## src/rtl/noc_rv_bridge_pkg.sv

```systemverilog
`default_nettype none
// ---------------------------------------------------------------------------
// noc_rv_bridge_pkg : shared defaults, flit type and helpers for the bridge
// Rev 1.0
// ---------------------------------------------------------------------------
package noc_rv_bridge_pkg;

  localparam int NOC_DATA_WIDTH_DEF = 64;
  localparam int C2B_DEPTH_DEF      = 4;
  localparam int B2C_CREDITS_DEF    = 8;

  typedef logic [NOC_DATA_WIDTH_DEF-1:0] flit_t;

  // Bits needed to hold every value 0..credits inclusive.
  function automatic int credit_w(input int credits);
    return $clog2(credits + 1);
  endfunction

endpackage
`default_nettype wire

```

## src/rtl/noc_rv_bridge_if.sv

```systemverilog
`default_nettype none
// ---------------------------------------------------------------------------
// noc_rv_bridge_if : one channel's NoC credit port plus its rx/tx streams
// Rev 1.0
// ---------------------------------------------------------------------------
interface noc_rv_bridge_if
  import noc_rv_bridge_pkg::*;
#(
  parameter int NOC_DATA_WIDTH = NOC_DATA_WIDTH_DEF
);

  logic                      c2b_valid;
  logic [NOC_DATA_WIDTH-1:0] c2b_data;
  logic                      c2b_yummy;
  logic                      b2c_valid;
  logic [NOC_DATA_WIDTH-1:0] b2c_data;
  logic                      b2c_yummy;
  logic                      rx_valid;
  logic [NOC_DATA_WIDTH-1:0] rx_data;
  logic                      rx_ready;
  logic                      tx_valid;
  logic [NOC_DATA_WIDTH-1:0] tx_data;
  logic                      tx_ready;

  // slave = the bridge, master = chip + fabric environment
  modport slave (
    input  c2b_valid, c2b_data, b2c_yummy, rx_ready, tx_valid, tx_data,
    output c2b_yummy, b2c_valid, b2c_data, rx_valid, rx_data, tx_ready
  );

  modport master (
    output c2b_valid, c2b_data, b2c_yummy, rx_ready, tx_valid, tx_data,
    input  c2b_yummy, b2c_valid, b2c_data, rx_valid, rx_data, tx_ready
  );

endinterface
`default_nettype wire

```

## src/rtl/noc_rv_bridge_chan.sv

```systemverilog
`default_nettype none
// ---------------------------------------------------------------------------
// noc_rv_bridge_chan : one c2b receive FIFO and one b2c credit sender
// Optional statistics under NOC_RV_BRIDGE_STATS_EN.  Rev 1.0
// ---------------------------------------------------------------------------
module noc_rv_bridge_chan
  import noc_rv_bridge_pkg::*;
#(
  parameter int NOC_DATA_WIDTH = NOC_DATA_WIDTH_DEF,
  parameter int C2B_DEPTH      = C2B_DEPTH_DEF,
  parameter int B2C_CREDITS    = B2C_CREDITS_DEF
)(
  input  wire logic      clock,
  input  wire logic      rst_n,
  noc_rv_bridge_if.slave bus,
  output logic           o_err
`ifdef NOC_RV_BRIDGE_STATS_EN
  ,
  output logic [31:0]    o_stat_rx_cnt,
  output logic [31:0]    o_stat_tx_cnt
`endif
);

  localparam int c_PTR_W = $clog2(C2B_DEPTH);
  localparam int c_CNT_W = $clog2(C2B_DEPTH + 1);
  localparam int c_CRD_W = credit_w(B2C_CREDITS);
  localparam logic [c_CNT_W-1:0] c_DEPTH   = c_CNT_W'(C2B_DEPTH);
  localparam logic [c_CRD_W-1:0] c_CRD_MAX = c_CRD_W'(B2C_CREDITS);

  logic [NOC_DATA_WIDTH-1:0] r_mem [C2B_DEPTH];
  logic [c_PTR_W-1:0]        r_wptr;
  logic [c_PTR_W-1:0]        r_rptr;
  logic [c_CNT_W-1:0]        r_count;
  logic                      r_yummy;
  logic [c_CRD_W-1:0]        r_credits;
  logic                      r_b2c_valid;
  logic [NOC_DATA_WIDTH-1:0] r_b2c_data;
  logic                      r_err;

  logic w_empty, w_full, w_pop, w_push, w_drop;
  logic w_tx_ready, w_xfer, w_crd_ovr;

  assign w_empty = (r_count == '0);
  assign w_full  = (r_count == c_DEPTH);
  assign w_pop   = !w_empty && bus.rx_ready;
  // A full FIFO still takes a flit when the head leaves in the same cycle.
  assign w_push  = bus.c2b_valid && (!w_full || w_pop);
  assign w_drop  = bus.c2b_valid && w_full && !w_pop;

  assign w_tx_ready = (r_credits != '0) && rst_n;
  assign w_xfer     = bus.tx_valid && w_tx_ready;
  assign w_crd_ovr  = bus.b2c_yummy && !w_xfer && (r_credits == c_CRD_MAX);

  assign bus.rx_valid  = !w_empty;
  assign bus.rx_data   = r_mem[r_rptr];
  assign bus.c2b_yummy = r_yummy;
  assign bus.b2c_valid = r_b2c_valid;
  assign bus.b2c_data  = r_b2c_data;
  assign bus.tx_ready  = w_tx_ready;
  assign o_err         = r_err;

  always_ff @(posedge clock) begin
    if (w_push) begin
      r_mem[r_wptr] <= bus.c2b_data;
    end
  end

  always_ff @(posedge clock or negedge rst_n) begin
    if (!rst_n) begin
      r_wptr  <= '0;
      r_rptr  <= '0;
      r_count <= '0;
      r_yummy <= 1'b0;
    end else begin
      r_yummy <= w_pop;
      if (w_push) r_wptr <= r_wptr + c_PTR_W'(1);
      if (w_pop)  r_rptr <= r_rptr + c_PTR_W'(1);
      if (w_push && !w_pop) begin
        r_count <= r_count + c_CNT_W'(1);
      end else if (w_pop && !w_push) begin
        r_count <= r_count - c_CNT_W'(1);
      end
    end
  end

  always_ff @(posedge clock or negedge rst_n) begin
    if (!rst_n) begin
      r_credits   <= c_CRD_MAX;
      r_b2c_valid <= 1'b0;
      r_b2c_data  <= '0;
      r_err       <= 1'b0;
    end else begin
      r_b2c_valid <= w_xfer;
      if (w_xfer) r_b2c_data <= bus.tx_data;
      if (w_xfer && !bus.b2c_yummy) begin
        r_credits <= r_credits - c_CRD_W'(1);
      end else if (!w_xfer && bus.b2c_yummy && !w_crd_ovr) begin
        r_credits <= r_credits + c_CRD_W'(1);
      end
      r_err <= r_err | w_drop | w_crd_ovr;
    end
  end

`ifdef NOC_RV_BRIDGE_STATS_EN
  logic [31:0] r_stat_rx;
  logic [31:0] r_stat_tx;

  always_ff @(posedge clock or negedge rst_n) begin
    if (!rst_n) begin
      r_stat_rx <= '0;
      r_stat_tx <= '0;
    end else begin
      if (w_pop)  r_stat_rx <= r_stat_rx + 32'd1;
      if (w_xfer) r_stat_tx <= r_stat_tx + 32'd1;
    end
  end

  assign o_stat_rx_cnt = r_stat_rx;
  assign o_stat_tx_cnt = r_stat_tx;
`endif

endmodule
`default_nettype wire

```

## src/rtl/noc_rv_bridge.sv

```systemverilog
`default_nettype none
// ---------------------------------------------------------------------------
// noc_rv_bridge : three independent NoC credit <-> ready/valid channels
// Optional statistics under NOC_RV_BRIDGE_STATS_EN.  Rev 1.0
// ---------------------------------------------------------------------------
module noc_rv_bridge
  import noc_rv_bridge_pkg::*;
#(
  parameter int NOC_DATA_WIDTH = NOC_DATA_WIDTH_DEF,
  parameter int C2B_DEPTH      = C2B_DEPTH_DEF,
  parameter int B2C_CREDITS    = B2C_CREDITS_DEF
)(
  input  wire logic      clock,
  input  wire logic      rst_n,
  noc_rv_bridge_if.slave noc1,
  noc_rv_bridge_if.slave noc2,
  noc_rv_bridge_if.slave noc3,
  output logic           err
`ifdef NOC_RV_BRIDGE_STATS_EN
  ,
  output logic [31:0]    stat_rx1_cnt,
  output logic [31:0]    stat_tx1_cnt,
  output logic [31:0]    stat_rx2_cnt,
  output logic [31:0]    stat_tx2_cnt,
  output logic [31:0]    stat_rx3_cnt,
  output logic [31:0]    stat_tx3_cnt
`endif
);

  logic w_err1, w_err2, w_err3;

  noc_rv_bridge_chan #(
    .NOC_DATA_WIDTH (NOC_DATA_WIDTH),
    .C2B_DEPTH      (C2B_DEPTH),
    .B2C_CREDITS    (B2C_CREDITS)
  ) u_chan1 (
    .clock         (clock),
    .rst_n         (rst_n),
    .bus           (noc1),
    .o_err         (w_err1)
`ifdef NOC_RV_BRIDGE_STATS_EN
    ,
    .o_stat_rx_cnt (stat_rx1_cnt),
    .o_stat_tx_cnt (stat_tx1_cnt)
`endif
  );

  noc_rv_bridge_chan #(
    .NOC_DATA_WIDTH (NOC_DATA_WIDTH),
    .C2B_DEPTH      (C2B_DEPTH),
    .B2C_CREDITS    (B2C_CREDITS)
  ) u_chan2 (
    .clock         (clock),
    .rst_n         (rst_n),
    .bus           (noc2),
    .o_err         (w_err2)
`ifdef NOC_RV_BRIDGE_STATS_EN
    ,
    .o_stat_rx_cnt (stat_rx2_cnt),
    .o_stat_tx_cnt (stat_tx2_cnt)
`endif
  );

  noc_rv_bridge_chan #(
    .NOC_DATA_WIDTH (NOC_DATA_WIDTH),
    .C2B_DEPTH      (C2B_DEPTH),
    .B2C_CREDITS    (B2C_CREDITS)
  ) u_chan3 (
    .clock         (clock),
    .rst_n         (rst_n),
    .bus           (noc3),
    .o_err         (w_err3)
`ifdef NOC_RV_BRIDGE_STATS_EN
    ,
    .o_stat_rx_cnt (stat_rx3_cnt),
    .o_stat_tx_cnt (stat_tx3_cnt)
`endif
  );

  assign err = w_err1 | w_err2 | w_err3;

endmodule
`default_nettype wire

```

## src/flat_wrapper.sv

```systemverilog
// flat-port wrapper written by rule: the top's interface ports become plain ports
module noc_rv_bridge_flat import noc_rv_bridge_pkg::*;
#(
  parameter int NOC_DATA_WIDTH = NOC_DATA_WIDTH_DEF,
  parameter int C2B_DEPTH      = C2B_DEPTH_DEF,
  parameter int B2C_CREDITS    = B2C_CREDITS_DEF
)
  (clock, rst_n, err, noc1_c2b_valid, noc1_c2b_data, noc1_b2c_yummy, noc1_rx_ready, noc1_tx_valid, noc1_tx_data, noc1_c2b_yummy, noc1_b2c_valid, noc1_b2c_data, noc1_rx_valid, noc1_rx_data, noc1_tx_ready, noc2_c2b_valid, noc2_c2b_data, noc2_b2c_yummy, noc2_rx_ready, noc2_tx_valid, noc2_tx_data, noc2_c2b_yummy, noc2_b2c_valid, noc2_b2c_data, noc2_rx_valid, noc2_rx_data, noc2_tx_ready, noc3_c2b_valid, noc3_c2b_data, noc3_b2c_yummy, noc3_rx_ready, noc3_tx_valid, noc3_tx_data, noc3_c2b_yummy, noc3_b2c_valid, noc3_b2c_data, noc3_rx_valid, noc3_rx_data, noc3_tx_ready);
  noc_rv_bridge_if #(.NOC_DATA_WIDTH(NOC_DATA_WIDTH)) noc1_i ();
  noc_rv_bridge_if #(.NOC_DATA_WIDTH(NOC_DATA_WIDTH)) noc2_i ();
  noc_rv_bridge_if #(.NOC_DATA_WIDTH(NOC_DATA_WIDTH)) noc3_i ();
  input  wire logic clock;
  input  wire logic rst_n;
  output logic err;
  input wire logic [$bits(noc1_i.c2b_valid)-1:0] noc1_c2b_valid;
  input wire logic [$bits(noc1_i.c2b_data)-1:0] noc1_c2b_data;
  input wire logic [$bits(noc1_i.b2c_yummy)-1:0] noc1_b2c_yummy;
  input wire logic [$bits(noc1_i.rx_ready)-1:0] noc1_rx_ready;
  input wire logic [$bits(noc1_i.tx_valid)-1:0] noc1_tx_valid;
  input wire logic [$bits(noc1_i.tx_data)-1:0] noc1_tx_data;
  output wire logic [$bits(noc1_i.c2b_yummy)-1:0] noc1_c2b_yummy;
  output wire logic [$bits(noc1_i.b2c_valid)-1:0] noc1_b2c_valid;
  output wire logic [$bits(noc1_i.b2c_data)-1:0] noc1_b2c_data;
  output wire logic [$bits(noc1_i.rx_valid)-1:0] noc1_rx_valid;
  output wire logic [$bits(noc1_i.rx_data)-1:0] noc1_rx_data;
  output wire logic [$bits(noc1_i.tx_ready)-1:0] noc1_tx_ready;
  input wire logic [$bits(noc2_i.c2b_valid)-1:0] noc2_c2b_valid;
  input wire logic [$bits(noc2_i.c2b_data)-1:0] noc2_c2b_data;
  input wire logic [$bits(noc2_i.b2c_yummy)-1:0] noc2_b2c_yummy;
  input wire logic [$bits(noc2_i.rx_ready)-1:0] noc2_rx_ready;
  input wire logic [$bits(noc2_i.tx_valid)-1:0] noc2_tx_valid;
  input wire logic [$bits(noc2_i.tx_data)-1:0] noc2_tx_data;
  output wire logic [$bits(noc2_i.c2b_yummy)-1:0] noc2_c2b_yummy;
  output wire logic [$bits(noc2_i.b2c_valid)-1:0] noc2_b2c_valid;
  output wire logic [$bits(noc2_i.b2c_data)-1:0] noc2_b2c_data;
  output wire logic [$bits(noc2_i.rx_valid)-1:0] noc2_rx_valid;
  output wire logic [$bits(noc2_i.rx_data)-1:0] noc2_rx_data;
  output wire logic [$bits(noc2_i.tx_ready)-1:0] noc2_tx_ready;
  input wire logic [$bits(noc3_i.c2b_valid)-1:0] noc3_c2b_valid;
  input wire logic [$bits(noc3_i.c2b_data)-1:0] noc3_c2b_data;
  input wire logic [$bits(noc3_i.b2c_yummy)-1:0] noc3_b2c_yummy;
  input wire logic [$bits(noc3_i.rx_ready)-1:0] noc3_rx_ready;
  input wire logic [$bits(noc3_i.tx_valid)-1:0] noc3_tx_valid;
  input wire logic [$bits(noc3_i.tx_data)-1:0] noc3_tx_data;
  output wire logic [$bits(noc3_i.c2b_yummy)-1:0] noc3_c2b_yummy;
  output wire logic [$bits(noc3_i.b2c_valid)-1:0] noc3_b2c_valid;
  output wire logic [$bits(noc3_i.b2c_data)-1:0] noc3_b2c_data;
  output wire logic [$bits(noc3_i.rx_valid)-1:0] noc3_rx_valid;
  output wire logic [$bits(noc3_i.rx_data)-1:0] noc3_rx_data;
  output wire logic [$bits(noc3_i.tx_ready)-1:0] noc3_tx_ready;
  assign noc1_i.c2b_valid = noc1_c2b_valid;
  assign noc1_i.c2b_data = noc1_c2b_data;
  assign noc1_i.b2c_yummy = noc1_b2c_yummy;
  assign noc1_i.rx_ready = noc1_rx_ready;
  assign noc1_i.tx_valid = noc1_tx_valid;
  assign noc1_i.tx_data = noc1_tx_data;
  assign noc1_c2b_yummy = noc1_i.c2b_yummy;
  assign noc1_b2c_valid = noc1_i.b2c_valid;
  assign noc1_b2c_data = noc1_i.b2c_data;
  assign noc1_rx_valid = noc1_i.rx_valid;
  assign noc1_rx_data = noc1_i.rx_data;
  assign noc1_tx_ready = noc1_i.tx_ready;
  assign noc2_i.c2b_valid = noc2_c2b_valid;
  assign noc2_i.c2b_data = noc2_c2b_data;
  assign noc2_i.b2c_yummy = noc2_b2c_yummy;
  assign noc2_i.rx_ready = noc2_rx_ready;
  assign noc2_i.tx_valid = noc2_tx_valid;
  assign noc2_i.tx_data = noc2_tx_data;
  assign noc2_c2b_yummy = noc2_i.c2b_yummy;
  assign noc2_b2c_valid = noc2_i.b2c_valid;
  assign noc2_b2c_data = noc2_i.b2c_data;
  assign noc2_rx_valid = noc2_i.rx_valid;
  assign noc2_rx_data = noc2_i.rx_data;
  assign noc2_tx_ready = noc2_i.tx_ready;
  assign noc3_i.c2b_valid = noc3_c2b_valid;
  assign noc3_i.c2b_data = noc3_c2b_data;
  assign noc3_i.b2c_yummy = noc3_b2c_yummy;
  assign noc3_i.rx_ready = noc3_rx_ready;
  assign noc3_i.tx_valid = noc3_tx_valid;
  assign noc3_i.tx_data = noc3_tx_data;
  assign noc3_c2b_yummy = noc3_i.c2b_yummy;
  assign noc3_b2c_valid = noc3_i.b2c_valid;
  assign noc3_b2c_data = noc3_i.b2c_data;
  assign noc3_rx_valid = noc3_i.rx_valid;
  assign noc3_rx_data = noc3_i.rx_data;
  assign noc3_tx_ready = noc3_i.tx_ready;
  noc_rv_bridge #(.NOC_DATA_WIDTH(NOC_DATA_WIDTH), .C2B_DEPTH(C2B_DEPTH), .B2C_CREDITS(B2C_CREDITS)) u_core (.clock(clock), .rst_n(rst_n), .noc1(noc1_i), .noc2(noc2_i), .noc3(noc3_i), .err(err));
endmodule
```

## config.mk

```make
export PLATFORM = sky130hd
export DESIGN_NAME = noc_rv_bridge_flat
export DESIGN_NICKNAME = d
export VERILOG_FILES = /design/src/rtl/noc_rv_bridge_pkg.sv /design/src/rtl/noc_rv_bridge_if.sv /design/src/rtl/noc_rv_bridge_chan.sv /design/src/rtl/noc_rv_bridge.sv /design/src/flat_wrapper.sv
export SDC_FILE = /design/constraint.sdc
export NUM_CORES = 1
export LEC_CHECK = 0
export CORE_AREA = 2 2 307 309
export CTS_CLUSTER_DIAMETER = 40
export DETAILED_ROUTE_END_ITERATION = 6
export DIE_AREA = 0 0 309 311
export GPL_TIMING_DRIVEN = 0
export PLACE_DENSITY = 0.67
export SYNTH_ARGS = -nofsm -noshare
export SYNTH_HDL_FRONTEND = slang
export SYNTH_SLANG_ARGS = --single-unit
```

## constraint.sdc

```tcl
create_clock -name clock -period 3.8 [get_ports clock]
set_input_delay 0.76 -clock clock [delete_from_list [all_inputs] [get_ports clock]]
set_output_delay 0.76 -clock clock [all_outputs]
set_load 0.03 [all_outputs]
```

==> results.md, run 1 <==
* Syn Std Cell Area at 37,100 sq um
* Clock sink total at between 1,000 and 1,500
* Cells after synthesis at 1,623
* # fillers at around 7,100
* Final Slew Violations at 0
* Commonest register cell after synthesis: edfxtp_1
* R2R setup slack at 1.23 ns
* P_sw at between 15 and 20 mW
* Initial antenna violation count at 26
* Syn Nets at 2,048
* Total grt overflow at 0
* Final Setup Violations at 0
* Height of the die at 311 um
* DRC viols at 0
* Sequential element share of the synthesized area at 0.780
* Final min period at about 3.6 ns
* Mean Syn Cell Area at between 20 and 25 sq um
* Switching share of power at 0.343
* Pin count of the biggest net entering global routing at 107
* Hold Vio Cnt, Final at 0
* Routed Antenna Nets at 0
* Power consumption at 45.2 mW
* Max-Cap Viols at 0
* IR drop worst, VDD at between 0.0004 and 0.0005 V
* DIE AREA at 96,100 sq um
* DRT Pass-1 Iters at 5
* Data arrival, critical path at 2.86 ns
* Setup TNS Final at 0 ns
* Static leakage at 18.4 nW
* Comb power frac at 0.376
* Synth Warn # at 0
* FF+latch count, synth at 1,002
* Crit Path Max Fanout at 10
* Core Footprint at just over 90,000 sq um
* Slew HR at 0.489
* Initial DRC Count at 1,166
* Achievable Freq at approximately 0.28 GHz
* Unrepaired setup endpoints after global routing: no
* Layout cells sized above 1 at 0.261
* Worst min path class: in -> async
* R2r endpoint: u_core.u_chan1.r_count[1]
* Vias in the first global route at 21,300
* Final Cycle Share at 0.953
* Count of input and output buffers at 794
* PwrDens at 873 nW/um^2
* Sequential power share at 0.342
* Routed WL at 98,700 um
* CTS Buffer Depth at 3
* Clock root cell: clkbuf_16
* Gr usage total at 0.205
* Clk_lat worst skew at about 0.73 ns
* Final instance area at about 52,000 sq um
* Crit path launch type: flip-flop
* CP Class: reg -> out
* Clk slew on worst S/H paths at about 0.06 ns
* Skew final at 0.0238 ns
* CTS buffer count at about 130
* Yosys cell types at 37
* Global-route wire length before repair at approximately 140,000 um
* Routed len/inst at 25.0 um
* Initial Util at 0.400
* RR Startpoint: u_core.u_chan1.r_count[0]
* Ys async rst share at 0.234
* Die width at 309 um
* Clock share of power at 0.281
* Worst endpoint required time at 3.04 ns
* R2R depth at 7
* GPL Wtd Cong at around 0.84
* Post CTS Setup Buffer Count at 0
* Via-to-Cell Ratio at 5.01
* Storage cell area at slightly below 30,000 sq um
* Fin nets at 2,994
* CTS tree: built
* Area Growth Syn to Fin at 39.7%
* FP Rows at 112
* DP Wirelength at about 71,000 um
* Crit path capture type: output pin
* Status: complete, no violations
* Multi-input gate area at approximately 7700 sq um
* IO Pins at 795
* Cell Int Power at 29.7 mW
* EDFF count, synth at 768
* Total vias in the final route at 19,800
* Worst Tran Pin Value at between 0.7 and 0.8 ns
* H-tree Lvls at 4
* Placed Area at 47,000 sq um
==> worst max-delay path, cell delays in order, from the launching register on <==
cell and delay (ns):
dfrtp_1 0.39, buf_4 0.25, clkbuf_4 0.30, mux4_2 0.53, clkdlybuf4s50_1 0.67
==> metal layers <==
metal / share of wire / routed length (um) / vias to the layer above / GRT usage
li1: - / - / 8508 / -
met3: 0.070 / 6880 / 189 / 0.0588
met4: 0.034 / 3370 / 10 / 0.0837
met2: 0.53 / 52400 / 790 / 0.361
met1: 0.36 / 35900 / 10300 / 0.233
met5: 0.00082 / 81 / - / 0
==> kinds of logic (layout without fill, tap and decap cells) <==
kind of cell | Yosys count | count (layout) | synth area share
flip-flops | 1002 | 1002 | 0.780
multiplexers | 394 | 394 | 0.178
buffers and inverters | 93 | 1148 | 0.0127
AND/OR/NAND/NOR | 54 | 54 | 0.00806
adder cells (fa/ha/maj) | 27 | 27 | 0.0103
AO/OA/AOI/OAI | 27 | 27 | 0.00513
XOR/XNOR | 26 | 26 | 0.00654
other | 0 | 11 | 0
==> metrics by stage <==
stage,std cells,hold WS (ns),util,worst slack [ns]
floorplan,1623,0.438,-,0.689
global placement,3671,0.467,0.503,-8.45
detailed placement,3685,0.473,0.507,0.0772
CTS,3932,0.0250,0.558,0.0130
global route,3943,0.0408,0.559,0.0424
finish,3943,0.0659,0.559,0.178
==> registers in the layout, indices dropped and copies added, names as in the netlist, 3 cells and up <==
name                         cells
u_core.u_chan3.bus.b2c_data     64
u_core.u_chan2.r_count           3
u_core.u_chan3.r_credits         4
u_core.u_chan1.r_count           3
u_core.u_chan1.r_mem           256
u_core.u_chan1.bus.b2c_data     64
u_core.u_chan1.r_credits         4
u_core.u_chan3.r_count           3
u_core.u_chan2.r_mem           256
u_core.u_chan2.bus.b2c_data     64
u_core.u_chan3.r_mem           256
u_core.u_chan2.r_credits         4
==> synthesized netlist by cell type (all sizes together), types with 3 or more instances <==
cell / n / area share
mux4: 192 / 0.12
a21oi: 7 / 0.00094
clkbuf: 21 / 0.0021
buf: 45 / 0.0079
xnor2: 15 / 0.0035
inv: 27 / 0.0027
edfxtp: 768 / 0.62
dfstp: 3 / 0.0021
or3: 6 / 0.0010
o41a: 3 / 0.00091
mux2i: 4 / 0.0011
ha: 21 / 0.0071
a21o: 3 / 0.00061
xor2: 11 / 0.0030
a22o: 4 / 0.00094
nor2: 3 / 0.00030
o21ai: 6 / 0.00081
fa: 6 / 0.0032
dfrtp: 231 / 0.16
nor2b: 3 / 0.00051
nand2: 17 / 0.0017
nor4b: 3 / 0.00071
mux2: 198 / 0.060
and2: 15 / 0.0025
==> worst max-delay path by stage <==
stage                     slack, ns                     start                        endpoint
final                          0.18  u_core.u_chan3.r_rptr[0]                noc3_rx_data[56]
after global routing           0.04  u_core.u_chan3.r_rptr[0]                noc3_rx_data[59]
after CTS                      0.01  u_core.u_chan3.r_rptr[0]                noc3_rx_data[56]
after detailed placement       0.08                     rst_n                   noc2_tx_ready
after global placement        -8.45                     rst_n  u_core.u_chan2.bus.b2c_data[0]
after floorplan                0.69             noc2_rx_ready      u_core.u_chan2.r_mem[0][0]
==> area by class of cell <==
cell class,count,share of cell area
tap,1254,0.0303
sequential,1002,0.558
clock buffer,158,0.0688
timing repair buffer,811,0.162
buffer,66,0.00881
clock inverter,86,0.0205
inverter,27,0.00196
antenna,11,0.000531
multi-input combinational,528,0.149
==> repair_timing <==
action                     4_1_cts  5_1_grt
hold endpoints to repair        25        0
hold buffers                     3        0
gates resized for setup         56        3
setup endpoints to repair      177       17
cloned                           0        0
==> placed cells by master, fill, tap and decap left out, types with 15 or more instances in the layout <==
cell type and n:
buf_4 15, bufinv_16 15, clkbuf_1 19, clkbuf_16 135, clkbuf_2 15, clkdlybuf4s50_1 775, dfrtp_1 231, dlygate4sd2_1 18
edfxtp_1 768, ha_1 21, inv_1 27, mux2_2 194, mux4_2 192, nand2_1 17, xnor2_1 15
==> power groups by stage <==
stage / clock network [mW] / registers [mW] / logic [mW]
CTS: 13.0 / 15.5 / 17.3
detailed placement: 0 / 15.7 / 17.2
floorplan: 0 / 17.1 / 8.34
global route: 13.5 / 15.7 / 17.8
finish: 12.7 / 15.5 / 17.0
global placement: 0 / 15.7 / 16.8
No activity file was read; power rests on OpenSTA's default activity.
==> inputs of run 2 (changes only) <==
- RECOVER_POWER: unset -> 50
- clock period: 3.8 -> 3.63 ns (I/O delays scaled with it)
==> results.md, run 2 (same netlist as run 1, synthesis figures left out) <==
* Clk slew on worst S/H paths at 0.05 ns (was 0.06 ns)
* GPL Wtd Cong at 0.840 (unchanged)
* Hold Vio Cnt, Final at 0 (unchanged)
* Routed WL at 99,200 um (was 98,700 um)
* Static leakage at 18.7 nW (was 18.4 nW)
* Hold_ws at 0.270 ns (was 0.0659 ns)
* Final min period at ~3.5 ns
* Status: finished with violations (was complete, no violations)
* Most frequent cells in the layout: edfxtp_1, clkdlybuf4s50_1, dfrtp_1 (was clkdlybuf4s50_1, edfxtp_1, dfrtp_1)
* Worst path cell trace: clkbuf_2 > clkbuf_2 > mux4_2 > clkdlybuf4s50_1 (was buf_4 > clkbuf_4 > mux4_2 > clkdlybuf4s50_1)
* R2R setup slack at 0.52 ns (was 1.23 ns)
* Unrepaired setup endpoints after global routing: no (unchanged)
* Crit Path Max Fanout at 10 (unchanged)
* Final Cycle Share at 0.960
* WP buf/inv at 3 (unchanged)
* Routed len/inst at 25.1 um (was 25.0 um)
* Largest registers: u_core.u_chan1.r_mem: 256 flops, u_core.u_chan2.r_mem: 256 flops, u_core.u_chan3.r_mem: 256 flops (unchanged)
* Count of input and output buffers at 794 (unchanged)
* DP Wirelength at 70,600 um (unchanged)
* Skew final at 0.0235 ns (was 0.0238 ns)
* Via-to-Cell Ratio at 5.02 (was 5.01)
* Storage cell area at 28,900 sq um (unchanged)
* IR drop worst, VDD at 0.000506 V (was 0.000483 V)
* Fin nets at 2,994 (unchanged)
* Worst min path class: in -> async (unchanged)
* Crit path launch type: flip-flop (unchanged)
* DRT Pass-1 Iters at 5 (unchanged)
* Slowest Stage Delay on Critical Path at 0.65 ns (was 0.67 ns)
* Initial antenna violation count at 52 (was 26)
* Post-Layout Cell Count at 3,949 (was 3,943)
* Clock root cell: clkbuf_16 (unchanged)
* CP dominant cell by count: clkbuf_2
* Data arrival, critical path at 2.76 ns (was 2.86 ns)
* PwrDens at 910 nW/um^2 (was 873 nW/um^2)
* Final instance area at 51,800 sq um (about the same)
* Crit path capture type: output pin (unchanged)
* Post CTS Setup Buffer Count at 0 (unchanged)
* Initial Util at 0.400 (unchanged)
* Placed Area at 47,000 sq um (unchanged)
* Achievable Freq at 0.287 GHz
* H-tree Lvls at 4 (unchanged)
* Initial DRC Count at 1,219 (was 1,166)
* Crit-path slowest cell: clkdlybuf4s50_1 (unchanged)
* Failing checks: capacitance limit, slew limit
* Worst Tran Pin Value at 2.87 ns (was 0.766 ns)
* Slew HR at -0.914 (was 0.489)
* Area Growth Syn to Fin at 39.5% (was 39.7%)
* Global-route wire length before repair at 145,000 um (was 144,000 um)
* CP Class: reg -> out (unchanged)
* CTS buffer count at 133 (unchanged)
* Worst endpoint required time at 2.90 ns (was 3.04 ns)
* Clock sink total at 1,002 (unchanged)
* # fillers at 7,060 (was 7,058)
* FP Rows at 112 (unchanged)
* Final Setup Violations at 0 (unchanged)
* Height of the die at 311 um (unchanged)
* DIE AREA at 96,100 sq um (unchanged)
* Gr usage total at 0.206 (was 0.205)
* CTS tree: built (unchanged)
* Pin count of the biggest net entering global routing at 64 (was 107)
* DRC viols at 0 (unchanged)
* Routed Antenna Nets at 0 (unchanged)
* Multi-input gate area at 7720 sq um (was 7740 sq um)
* Layout cells sized above 1 at 0.253 (was 0.261)
* Placed cells at 3,685 (unchanged)
* Total vias in the final route at 19,800 (about the same)
* Core Footprint at 92,800 sq um (unchanged)
* IO Pins at 795 (unchanged)
* Vias in the first global route at 21,300 (about the same)
* Commonest non-fill, non-tap cell in the layout: edfxtp_1 (was clkdlybuf4s50_1)
* Max-Cap Viols at 4 (was 0)
* Total grt overflow at 0 (unchanged)
* Die width at 309 um (unchanged)
* Cell family with most CP delay: buffers and inverters (unchanged)
* Final Slew Violations at 157 (was 0)
* Clk_lat worst skew at 0.73 ns (about the same)
* CTS Buffer Depth at 3 (unchanged)
run 2: path summary, 6_finish.rpt:
| check | end | cells past startpoint | from |
|---|---|---|---|
| worst max-delay path | noc1_rx_data[7] | 4 | u_core.u_chan1.r_rptr[1] |
| worst min-delay path | u_core.u_chan1.bus.b2c_data[4] | 2 | rst_n |
| worst max register to register | u_core.u_chan3.r_mem[2][2] | 5 | u_core.u_chan3.r_count[2] |
| worst min register to register | u_core.u_chan1.r_count[2] | 1 | u_core.u_chan1.r_count[2] |
| max in group asynchronous | u_core.u_chan2.bus.b2c_data[18] | 2 | rst_n |
| min in group clock | u_core.u_chan1.r_count[2] | 1 | u_core.u_chan1.r_count[2] |
run 2: layout make-up:
| cell class | instances | area share |
|---|---|---|
| inverter | 27 | 0.00196 |
| clock buffer | 158 | 0.0689 |
| clock inverter | 86 | 0.0206 |
| timing repair buffer | 811 | 0.162 |
| antenna | 17 | 0.000822 |
| buffer | 66 | 0.00773 |
| sequential | 1002 | 0.559 |
| tap | 1254 | 0.0303 |
| multi-input combinational | 528 | 0.149 |
run 2: what timing repair did:
item / in CTS / in global routing
gates resized for setup: 87 / 45
pin swaps: 0 / 0
endpoints found under the setup margin: 178 / 79
hold endpoints to repair: 63 / 0
hold buffers: 2 / 0
cloned: 1 / 0
run 2: metal layers:
layer | track usage | up-vias | part of all wire
met5 | 0 | - | 0.00027
met4 | 0.0836 | 4 | 0.035
met3 | 0.0595 | 229 | 0.070
met2 | 0.365 | 846 | 0.53
met1 | 0.234 | 10200 | 0.37
li1 | - | 8513 | -
run 2: stage by stage:
stage / TNS (ns) / worst slack (ns) / total power [mW] / util
after global placement: -4574.90 / -8.58 / 34.0 / 0.503
after detailed placement: -0.0518 / -0.0269 / 34.4 / 0.507
after global routing: 0 / 0.00497 / 48.9 / 0.558
after floorplan: 0 / 0.553 / 26.6 / -
after CTS: -0.000141 / -0.000141 / 47.8 / 0.558
final: 0 / 0.144 / 47.1 / 0.558
run 2: power breakdown:
group | internal [mW] | total, mW | switching, mW
Combinational | 7.41 | 17.6 | 10.1
Clock | 8.22 | 13.3 | 5.11
Sequential | 15.2 | 16.2 | 0.963
Total | 30.9 | 47.1 | 16.2
